## src/rtl/regm_pkg.sv

```systemverilog
// Shared types for the regm write-port arbiter: register index, data word and grant encoding.
package regm_pkg;

   typedef logic [4:0]  regidx_t;
   typedef logic [31:0] word_t;

   localparam regidx_t REG_ZERO = 5'd0;
   localparam int      STARVE_W = 4;

   typedef enum logic [1:0] {
      GNT_NONE,
      GNT_WB,
      GNT_MDU
   } grant_t;

endpackage

```

## src/rtl/regm_scoreboard.sv

```systemverilog
// Pending-write scoreboard: one busy bit per register for MDU results still in flight.
// Set on issue, cleared when the MDU result reaches the write port; set wins on collision.
import regm_pkg::*;

module regm_scoreboard #(
   parameter int NREG = 32
) (
   input  logic            clk,
   input  logic            rst,
   input  logic            issue_valid,
   input  regidx_t         issue_reg,
   output logic            issue_ready,
   input  logic            clr_en,
   input  regidx_t         clr_reg,
   input  regidx_t         rd1_reg,
   input  regidx_t         rd2_reg,
   output logic            rd1_busy,
   output logic            rd2_busy,
   output logic [NREG-1:0] busy_vec
);

   logic [NREG-1:0] busy_q;
   logic [NREG-1:0] busy_d;
   logic            set_en;

   always_comb begin
      issue_ready = !rst && ((issue_reg == REG_ZERO) || !busy_q[issue_reg]);
      set_en      = issue_valid && issue_ready && (issue_reg != REG_ZERO);
   end

   // Clear is applied first so a same-cycle set on the same register survives.
   always_comb begin
      busy_d = busy_q;
      if (clr_en) begin
         busy_d[clr_reg] = 1'b0;
      end
      if (set_en) begin
         busy_d[issue_reg] = 1'b1;
      end
      busy_d[0] = 1'b0;
   end

   always_ff @(posedge clk) begin
      if (rst) begin
         busy_q <= '0;
      end else begin
         busy_q <= busy_d;
      end
   end

   // A register being written this cycle is not reported busy: regm forwards wrdata to reads.
   always_comb begin
      rd1_busy = !rst && (rd1_reg != REG_ZERO) && busy_q[rd1_reg] &&
                 !(clr_en && (clr_reg == rd1_reg));
      rd2_busy = !rst && (rd2_reg != REG_ZERO) && busy_q[rd2_reg] &&
                 !(clr_en && (clr_reg == rd2_reg));
   end

   assign busy_vec = busy_q;

endmodule

```

## src/rtl/regm_wr_arb.sv

```systemverilog
// Write-port arbiter for regm: shares the single write port between WB and a buffered MDU result.
// Define REGM_ARB_STATS_EN to build the stat_stall / stat_mdu_wr counters (tied to 0 otherwise).
import regm_pkg::*;

module regm_wr_arb #(
   parameter int STARVE_MAX = 4,
   parameter int DW         = 32,
   parameter int NREG       = 32
) (
   input  logic          clk,
   input  logic          rst,
   input  logic          wb_valid,
   output logic          wb_ready,
   input  logic [4:0]    wb_reg,
   input  logic [DW-1:0] wb_data,
   input  logic          mdu_valid,
   output logic          mdu_ready,
   input  logic [4:0]    mdu_reg,
   input  logic [DW-1:0] mdu_data,
   input  logic          issue_valid,
   input  logic [4:0]    issue_reg,
   output logic          issue_ready,
   input  logic [4:0]    rd1_reg,
   input  logic [4:0]    rd2_reg,
   output logic          rd1_busy,
   output logic          rd2_busy,
   output logic          regwrite,
   output logic [4:0]    wrreg,
   output logic [DW-1:0] wrdata,
   output logic [31:0]   stat_stall,
   output logic [31:0]   stat_mdu_wr
);

   localparam logic [STARVE_W-1:0] STARVE_LIM = STARVE_W'(STARVE_MAX);

   logic                hold_valid_q, hold_valid_d;
   regidx_t             hold_reg_q, hold_reg_d;
   logic [DW-1:0]       hold_data_q, hold_data_d;
   logic [STARVE_W-1:0] starve_cnt_q, starve_cnt_d;
   grant_t              grant;
   logic [NREG-1:0]     busy_vec;

   always_comb begin
      grant = GNT_NONE;
      if (!rst) begin
         if (hold_valid_q && (!wb_valid || (starve_cnt_q == STARVE_LIM))) begin
            grant = GNT_MDU;
         end else if (wb_valid) begin
            grant = GNT_WB;
         end
      end
   end

   always_comb begin
      wb_ready  = wb_valid && (grant == GNT_WB);
      mdu_ready = !rst && !hold_valid_q;
      wrreg     = REG_ZERO;
      wrdata    = '0;
      case (grant)
         GNT_WB: begin
            wrreg  = wb_reg;
            wrdata = wb_data;
         end
         GNT_MDU: begin
            wrreg  = hold_reg_q;
            wrdata = hold_data_q;
         end
         default: ;
      endcase
      regwrite = (grant != GNT_NONE) && (wrreg != REG_ZERO);
   end

   // Capture only into an empty buffer, so a drain and a refill never share a cycle.
   always_comb begin
      hold_valid_d = hold_valid_q;
      hold_reg_d   = hold_reg_q;
      hold_data_d  = hold_data_q;
      if (grant == GNT_MDU) begin
         hold_valid_d = 1'b0;
      end
      if (mdu_valid && mdu_ready) begin
         hold_valid_d = 1'b1;
         hold_reg_d   = mdu_reg;
         hold_data_d  = mdu_data;
      end
   end

   always_comb begin
      starve_cnt_d = starve_cnt_q;
      if (!hold_valid_q || (grant == GNT_MDU)) begin
         starve_cnt_d = '0;
      end else if ((grant == GNT_WB) && (starve_cnt_q != STARVE_LIM)) begin
         starve_cnt_d = starve_cnt_q + 1'b1;
      end
   end

   always_ff @(posedge clk) begin
      if (rst) begin
         hold_valid_q <= 1'b0;
         starve_cnt_q <= '0;
      end else begin
         hold_valid_q <= hold_valid_d;
         starve_cnt_q <= starve_cnt_d;
      end
      hold_reg_q  <= hold_reg_d;
      hold_data_q <= hold_data_d;
   end

   regm_scoreboard #(
      .NREG (NREG)
   ) u_scoreboard (
      .clk         (clk),
      .rst         (rst),
      .issue_valid (issue_valid),
      .issue_reg   (issue_reg),
      .issue_ready (issue_ready),
      .clr_en      (grant == GNT_MDU),
      .clr_reg     (hold_reg_q),
      .rd1_reg     (rd1_reg),
      .rd2_reg     (rd2_reg),
      .rd1_busy    (rd1_busy),
      .rd2_busy    (rd2_busy),
      .busy_vec    (busy_vec)
   );

`ifdef REGM_ARB_STATS_EN
   logic [31:0] stat_stall_q, stat_stall_d;
   logic [31:0] stat_mdu_wr_q, stat_mdu_wr_d;

   always_comb begin
      stat_stall_d  = stat_stall_q;
      stat_mdu_wr_d = stat_mdu_wr_q;
      if (wb_valid && !wb_ready) begin
         stat_stall_d = stat_stall_q + 32'd1;
      end
      if (grant == GNT_MDU) begin
         stat_mdu_wr_d = stat_mdu_wr_q + 32'd1;
      end
   end

   always_ff @(posedge clk) begin
      if (rst) begin
         stat_stall_q  <= '0;
         stat_mdu_wr_q <= '0;
      end else begin
         stat_stall_q  <= stat_stall_d;
         stat_mdu_wr_q <= stat_mdu_wr_d;
      end
   end

   assign stat_stall  = stat_stall_q;
   assign stat_mdu_wr = stat_mdu_wr_q;
`else
   assign stat_stall  = '0;
   assign stat_mdu_wr = '0;
`endif

`ifndef SYNTHESIS
   // Decode must never let WB target a register with an MDU result still outstanding.
   wb_to_busy_reg : assert property (@(posedge clk) disable iff (rst)
      !(wb_ready && (wb_reg != REG_ZERO) && busy_vec[wb_reg]));
`endif

endmodule

```

## config.mk

```make
export PLATFORM = sky130hd
export DESIGN_NAME = regm_wr_arb
export DESIGN_NICKNAME = d
export VERILOG_FILES = /design/src/rtl/regm_pkg.sv /design/src/rtl/regm_scoreboard.sv /design/src/rtl/regm_wr_arb.sv
export SDC_FILE = /design/constraint.sdc
export NUM_CORES = 1
export LEC_CHECK = 0
export CAP_MARGIN = 20
export CORE_ASPECT_RATIO = 1.25
export CORE_MARGIN = 1.5
export CORE_UTILIZATION = 45
export CTS_BUF_LIST = sky130_fd_sc_hd__clkbuf_8
export CTS_CLUSTER_SIZE = 16
export DETAILED_ROUTE_END_ITERATION = 10
export PLACE_DENSITY = 0.83
export SLEW_MARGIN = 10
export SYNTH_ARGS = -nofsm -noshare
export SYNTH_HDL_FRONTEND = slang
export SYNTH_SLANG_ARGS = --single-unit
```

## constraint.sdc

```tcl
create_clock -name clk -period 3.4 [get_ports clk]
set_clock_uncertainty 0.15 [all_clocks]
set_input_delay 0.68 -clock clk [delete_from_list [all_inputs] [get_ports clk]]
set_output_delay 0.68 -clock clk [all_outputs]
set_load 0.05 [all_outputs]
```

==> impl_metrics.ini, run 1 <==
[critical_path]
crit_type = input port to output port
critical_path_arrival_ps = 2510
critPathRequiredTime_ps = 2570
r2r_cells = 10
r2r-end = u_scoreboard.busy_vec[20]
path_cells = dlygate4sd2_1 > nand2b_1 > a21o_1 > inv_1 > ha_4 > nand2_1 > a21oi_4 > nor3_1 > buf_4 > a21oi_4 > buf_12
crit_path_end_kind = output port
critical-path-max-stage-delay_ps = 290
crit_slowest_cell = dlygate4sd2_1
crit_top_cell = a21oi_4
rrSetupSlack_ps = 780
worstPathMaxFanout = 7
reg2reg_from = starve_cnt_q[0]
start_kind = input port

[clocking]
clock_path_buffers = 2
htree_levels = 3
numCtsBuffers = 9
cts_hold_buf = 0
cts.clk_slew.worst_paths_ps = 70
clkLatencyLatePin_ps = 360
cts_tree = built
cts_sinks = 73
cts_root_buffer = clkbuf_8

[global_route]
overflow = 0
grt_usage = 0.274
grt_start_max_net_pins = 39
antenna_found_initial = 0
grt_pass1_wl_um = 23600
use_met1 = 0.291
top_usage_layer = met2
met2_usage = 0.459
met3_usage = 0.0963
grt_pass1_vias = 4619

[timing]
setup_viol = 0
slew_headroom = 0.631
timing.final.crit_share = 0.982
hold_viol = 0
setup_ws_ps = 59.5
fin_crit_ps = 3340
max_freq_ghz = 0.299
tns_ps = 0
slew_violations = 0
tightest_slew_ps = 552

[floorplan]
die_w_um = 96.5
dieArea_mm2 = 0.0116
start_util = 0.463
die_h_um = 120
rows = 42
core-area_mm2 = 0.0106
io_pins = 201

[detailed_routing]
drt_iter0_drc = 316
ant_nets = 0
first_pass_iters = 5
vias_per_cell = 5.62
drc_errors = 0
routed-via-count = 4553
drt_wl_total_um = 15400
wl_per_cell_um = 19.0

[finish]
final_cells = 810
nets = 772
antenna_cells = 0
drive_above_1_share = 0.292
area_growth_pct = 50.2

[yosys]
synth_flop_cell = edfxtp_1
syn-cell-area_mm2 = 0.00491
synth_top_area_cell = edfxtp_1
synthMostInstantiatedCell = buf_4
syn_area_per_cell_um2 = 9.64
synth_commonest_cells = 64 x buf_4, 48 x nor2_1, 38 x a22oi_1
synthArstFlopShare = 0
synthTopCellsByArea = edfxtp_1 23%, dfxtp_1 15%, buf_4 9.8%, a22oi_1 5.8%, mux4_2 4.6%
synth_edf_count = 37
yosysUniqueCellTypes = 54
ys_seq_area_frac = 0.373
synthCells = 510
netlist.area_leader.share = 0.226
ys_ff_latch = 73
yosysWarnings = 0

[pwr]
ir_worst_vdd_mv = 0.282
powerDensity_mw_per_mm2 = 325
p_leak_nw = 2.77

[placement]
hpwl_um = 11900
port_buffers = 136
dp_slack_ps = -274
placedCellCount = 784
gp_congestion = 1.02

[hold_path]
hold_end = starve_cnt_q[1]
min_path_cells = 2
hold_path.class = register to register
hp-start = starve_cnt_q[1]

[run_status]
outcome = complete, no violations

[run]
max-cap-violations = 0
[state kept, by name, summed over array words and instances, names as in the netlist]
register,count
hold_valid_q,1
starve_cnt_q,4
u_scoreboard.busy_vec,31
hold_data_q,32
hold_reg_q,5
[report_power, final]
part / internal, mW / switching [mW]
Clock: 0.377 / 0.329
Combinational: 0.281 / 0.431
Sequential: 0.955 / 0.0244
[cells by family after synthesis]
family | Yosys count | share of synthesized area
AO/OA/AOI/OAI | 115 | 0.160
other | 1 | 0.000763
adder cells (fa/ha/maj) | 5 | 0.0127
buffers and inverters | 111 | 0.154
multiplexers | 35 | 0.104
AND/OR/NAND/NOR | 158 | 0.175
flip-flops | 73 | 0.373
XOR/XNOR | 12 | 0.0214
[layout make-up]
class / instances / area [um^2]
Fill cell: 814 / 3230
Multi-Input combinational cell: 389 / 2900
Timing Repair Buffer: 190 / 2250
Sequential cell: 73 / 1830
Tap cell: 132 / 165
Clock buffer: 11 / 151
Clock inverter: 5 / 53.8
Inverter: 10 / 37.5
[stage by stage]
stage | hold slack, ps | cell area [um^2] | utilization | power [mW]
after global routing | 405 | 7380 | 0.696 | 2.48
after floorplan | 309 | 5370 | - | 1.47
after detailed placement | 347 | 6950 | 0.655 | 1.68
after global placement | 327 | 6950 | 0.655 | 1.67
after CTS | 356 | 7280 | 0.686 | 2.40
final | 353 | 7380 | 0.696 | 2.40
[what timing repair did]
action                     4_1_cts  5_1_grt
setup endpoints to repair       36       22
gates cloned                     0        1
resized for setup               23       18
pin swaps                        5        6
buffers inserted                 6        4
[routing by layer]
metal  routed length [um]  vias to the layer above
li1                     -                     2055
met1                 5230                     2162
met2                 7960                      272
met3                 1470                       64
met4                  746                        0
met5                    0                        -
[worst max-delay path: cells and delay by family]
kind / cells / cell delay, ps
buffers and inverters: 4 / 700
AOI/OAI and AO/OA: 3 / 560
and+or+nand+nor: 3 / 380
adders and majority gates: 1 / 190
[cells in the final DEF (no fill, tap or decap), types with 7 or more instances in the layout]
master,synthesis,routed
nor2_4,0,12
edfxtp_1,37,37
nand2_1,25,25
dfxtp_1,36,35
xor2_1,9,8
nand3b_1,21,21
mux4_2,10,10
buf_4,64,44
o21ai_0,33,33
buf_6,2,7
clkdlybuf4s50_1,0,85
buf_12,0,44
mux2i_1,19,19
conb_1,1,64
clkbuf_8,4,11
inv_1,10,10
nor2b_1,13,12
nand3_1,11,11
nor2_1,48,14
a22oi_1,38,34
o31ai_1,16,16
nor2_2,0,22
and2b_2,7,7
[worst max-delay path by stage]
stage                     from           to  slack (ps)  depth (start not counted)
2_1_floorplan              rst     regwrite        -210                         10
3_3_place_gp               rst   wrdata[24]        -150                         10
3_5_place_dp               rst   wrdata[24]        -270                         10
4_1_cts           issue_reg[1]  issue_ready          10                          9
5_1_grt        starve_cnt_q[0]     regwrite          -2                         12
6_report                   rst     regwrite          60                         11
(Power assumes the default switching activity.)
==> run 2: changes to the inputs <==
SYNTH_HIERARCHICAL = 1   (was default)
==> run 2 against run 1 <==
Net effect: critical path depth is 3 lower; register-to-register slack worse by 90 ps; clock power is 3% higher; sequential share of layout area is 0.37 points higher; synthesized area is 0.61% lower; setup slack better by 24 ps; power is 0.14% higher; die area is 0.60% lower; critical endpoint is now rd1_busy.
==> impl_metrics.ini, run 2 <==
[clocking]
cts_sinks = 73
clkLatencyLatePin_ps = 360
cts_root_buffer = clkbuf_8
cts_tree = built
cts.clk_slew.worst_paths_ps = 80
cts_hold_buf = 0
numCtsBuffers = 9
clock_path_buffers = 2
htree_levels = 3

[run]
max-cap-violations = 0

[critical_path]
rrSetupSlack_ps = 690
critPathRequiredTime_ps = 2570
crit_buf_inv = 4
crit_type = input port to output port
crit_top_cell = buf_6
r2r-end = u_scoreboard/busy_vec[12]
crit_slowest_cell = clkdlybuf4s50_1
critical-path-max-stage-delay_ps = 470
worstPathMaxFanout = 7
r2r_cells = 11
crit_path_end_kind = output port
critical_path_arrival_ps = 2490
reg2reg_from = starve_cnt_q[0]
crit_family = buffers and inverters
path_cells = clkdlybuf4s50_1 > buf_6 > buf_6 > mux2i_1 > a221o_1 > a211o_1 > a31oi_1 > buf_4
start_kind = input port

[finish]
antenna_cells = 0
final_common_cell = clkdlybuf4s50_1
nets = 782
largest_reg_flops = 32
area_growth_pct = 49.0
regMostFlops = hold_data_q
layout_common_cells = 86 x clkdlybuf4s50_1, 64 x conb_1, 48 x buf_12
drive_above_1_share = 0.243

[floorplan]
io_pins = 201
die_h_um = 119
core-area_mm2 = 0.0106
die_w_um = 96.2
rows = 42
start_util = 0.462
dieArea_mm2 = 0.0115

[timing]
timing.final.crit_share = 0.975
hold_viol = 0
tightest_slew_ps = 531
slew_violations = 0
holdWs_ps = 387
max_freq_ghz = 0.302
slew_headroom = 0.645
setup_viol = 0
fin_crit_ps = 3320

[pwr]
pwr-share-seq = 0.405
sw_frac_of_total = 0.318
pwr-share-comb = 0.292
intPower_mw = 1.64
switching_power_mw = 0.764
p_leak_nw = 2.75
p_clk_frac = 0.302
power_mw = 2.40
ir_worst_vdd_mv = 0.165
powerDensity_mw_per_mm2 = 330

[global_route]
grt_pass1_wl_um = 25900
overflow = 0
grt_pass1_vias = 4633
grt_usage = 0.308
grt_start_max_net_pins = 39
antenna_found_initial = 0

[detailed_routing]
wl_per_cell_um = 21.5
routed-via-count = 4779
first_pass_iters = 5
ant_nets = 0
drc_errors = 0
drt_wl_total_um = 17600
vias_per_cell = 5.83
drt_iter0_drc = 379

[hold_path]
min_path_cells = 2
hp-start = starve_cnt_q[2]
hold_end = starve_cnt_q[2]
hold_path.class = register to register

[placement]
gp_congestion = 1.04
port_buffers = 136
hpwl_um = 13100

[run_status]
outcome = complete, no violations

[yosys]
syn_area_per_cell_um2 = 9.47
syn-cell-area_mm2 = 0.00488
yosysWarnings = 6
synthCells = 516
==> run 2: cell types whose count changed in the layout (fill, tap and decap cells not counted), sizes merged, moves of 7 or more <==
cell   before  now
nor2b      13   22
mux2i      19   12
and2b       7    0
o31ai      16    5
o21ai      33   49
mux2        4   11
==> run 2: power groups by stage <==
stage          clock, mW  sequential [mW]  combinational [mW]
2_1_floorplan          0            0.983               0.442
3_3_place_gp           0            0.992               0.665
3_5_place_dp           0            0.992               0.671
4_1_cts            0.738            0.972               0.692
5_1_grt            0.780            0.975               0.734
6_report           0.726            0.973               0.701
==> run 2: how the worst max path moves through the flow <==
| stage | startpoint | depth (start not counted) | endpoint |
|---|---|---|---|
| 2_1_floorplan | starve_cnt_q[0] | 10 | rd2_busy |
| 3_3_place_gp | rst | 9 | wrdata[18] |
| 3_5_place_dp | rst | 9 | wrdata[18] |
| 4_1_cts | starve_cnt_q[0] | 11 | regwrite |
| 5_1_grt | rd1_reg[1] | 8 | rd1_busy |
| 6_report | rd1_reg[1] | 8 | rd1_busy |
==> run 2: final cells by class <==
cell class,count,area [um^2]
tap,132,165
multi-input combinational,402,2750
fill,804,3280
timing repair buffer,192,2310
inverter,5,18.8
clock buffer,9,124
sequential,73,1830
clock inverter,7,80.1
==> run 2: layer usage <==
layer | wire length, um | GRT usage
met1 | 6280 | 0.366
met2 | 8660 | 0.512
met3 | 1720 | 0.0632
met4 | 949 | 0.162
met5 | 0 | 0
==> run 2: worst reg2reg max path, delay by kind of cell, from the launching register on <==
family	cells	cell delay [ps]
adders and majority gates	2	370
AOI/OAI and AO/OA	2	360
buffers and inverters	3	370
DFF	1	330
and+or+nand+nor	4	1010
==> run 2: repair_timing <==
action | 4_1_cts | 5_1_grt
buffers inserted | 7 | 1
setup endpoints to repair | 33 | 4
gates cloned | 0 | 0
gates resized for setup | 31 | 9
pin swaps | 9 | 14
endpoints found under the hold margin | 0 | 0
==> run 2: through the flow <==
stage          setup TNS (ps)  std cells  cell area [um^2]   util  worst slack (ps)
3_5_place_dp            -2560        797              6870  0.650              -162
6_report                    0        820              7280  0.689              83.7
4_1_cts                     0        820              7250  0.686              20.4
3_3_place_gp             -432        797              6870  0.650             -82.2
5_1_grt                 -12.7        820              7280  0.689             -12.7
2_1_floorplan               0        579              5130      -              53.8
==> run 3: changes to the inputs <==
CAP_MARGIN = default   (was 20)
==> results of run 3 <==
Same layout as run 2: the final DEF is identical, and so are final timing and power.
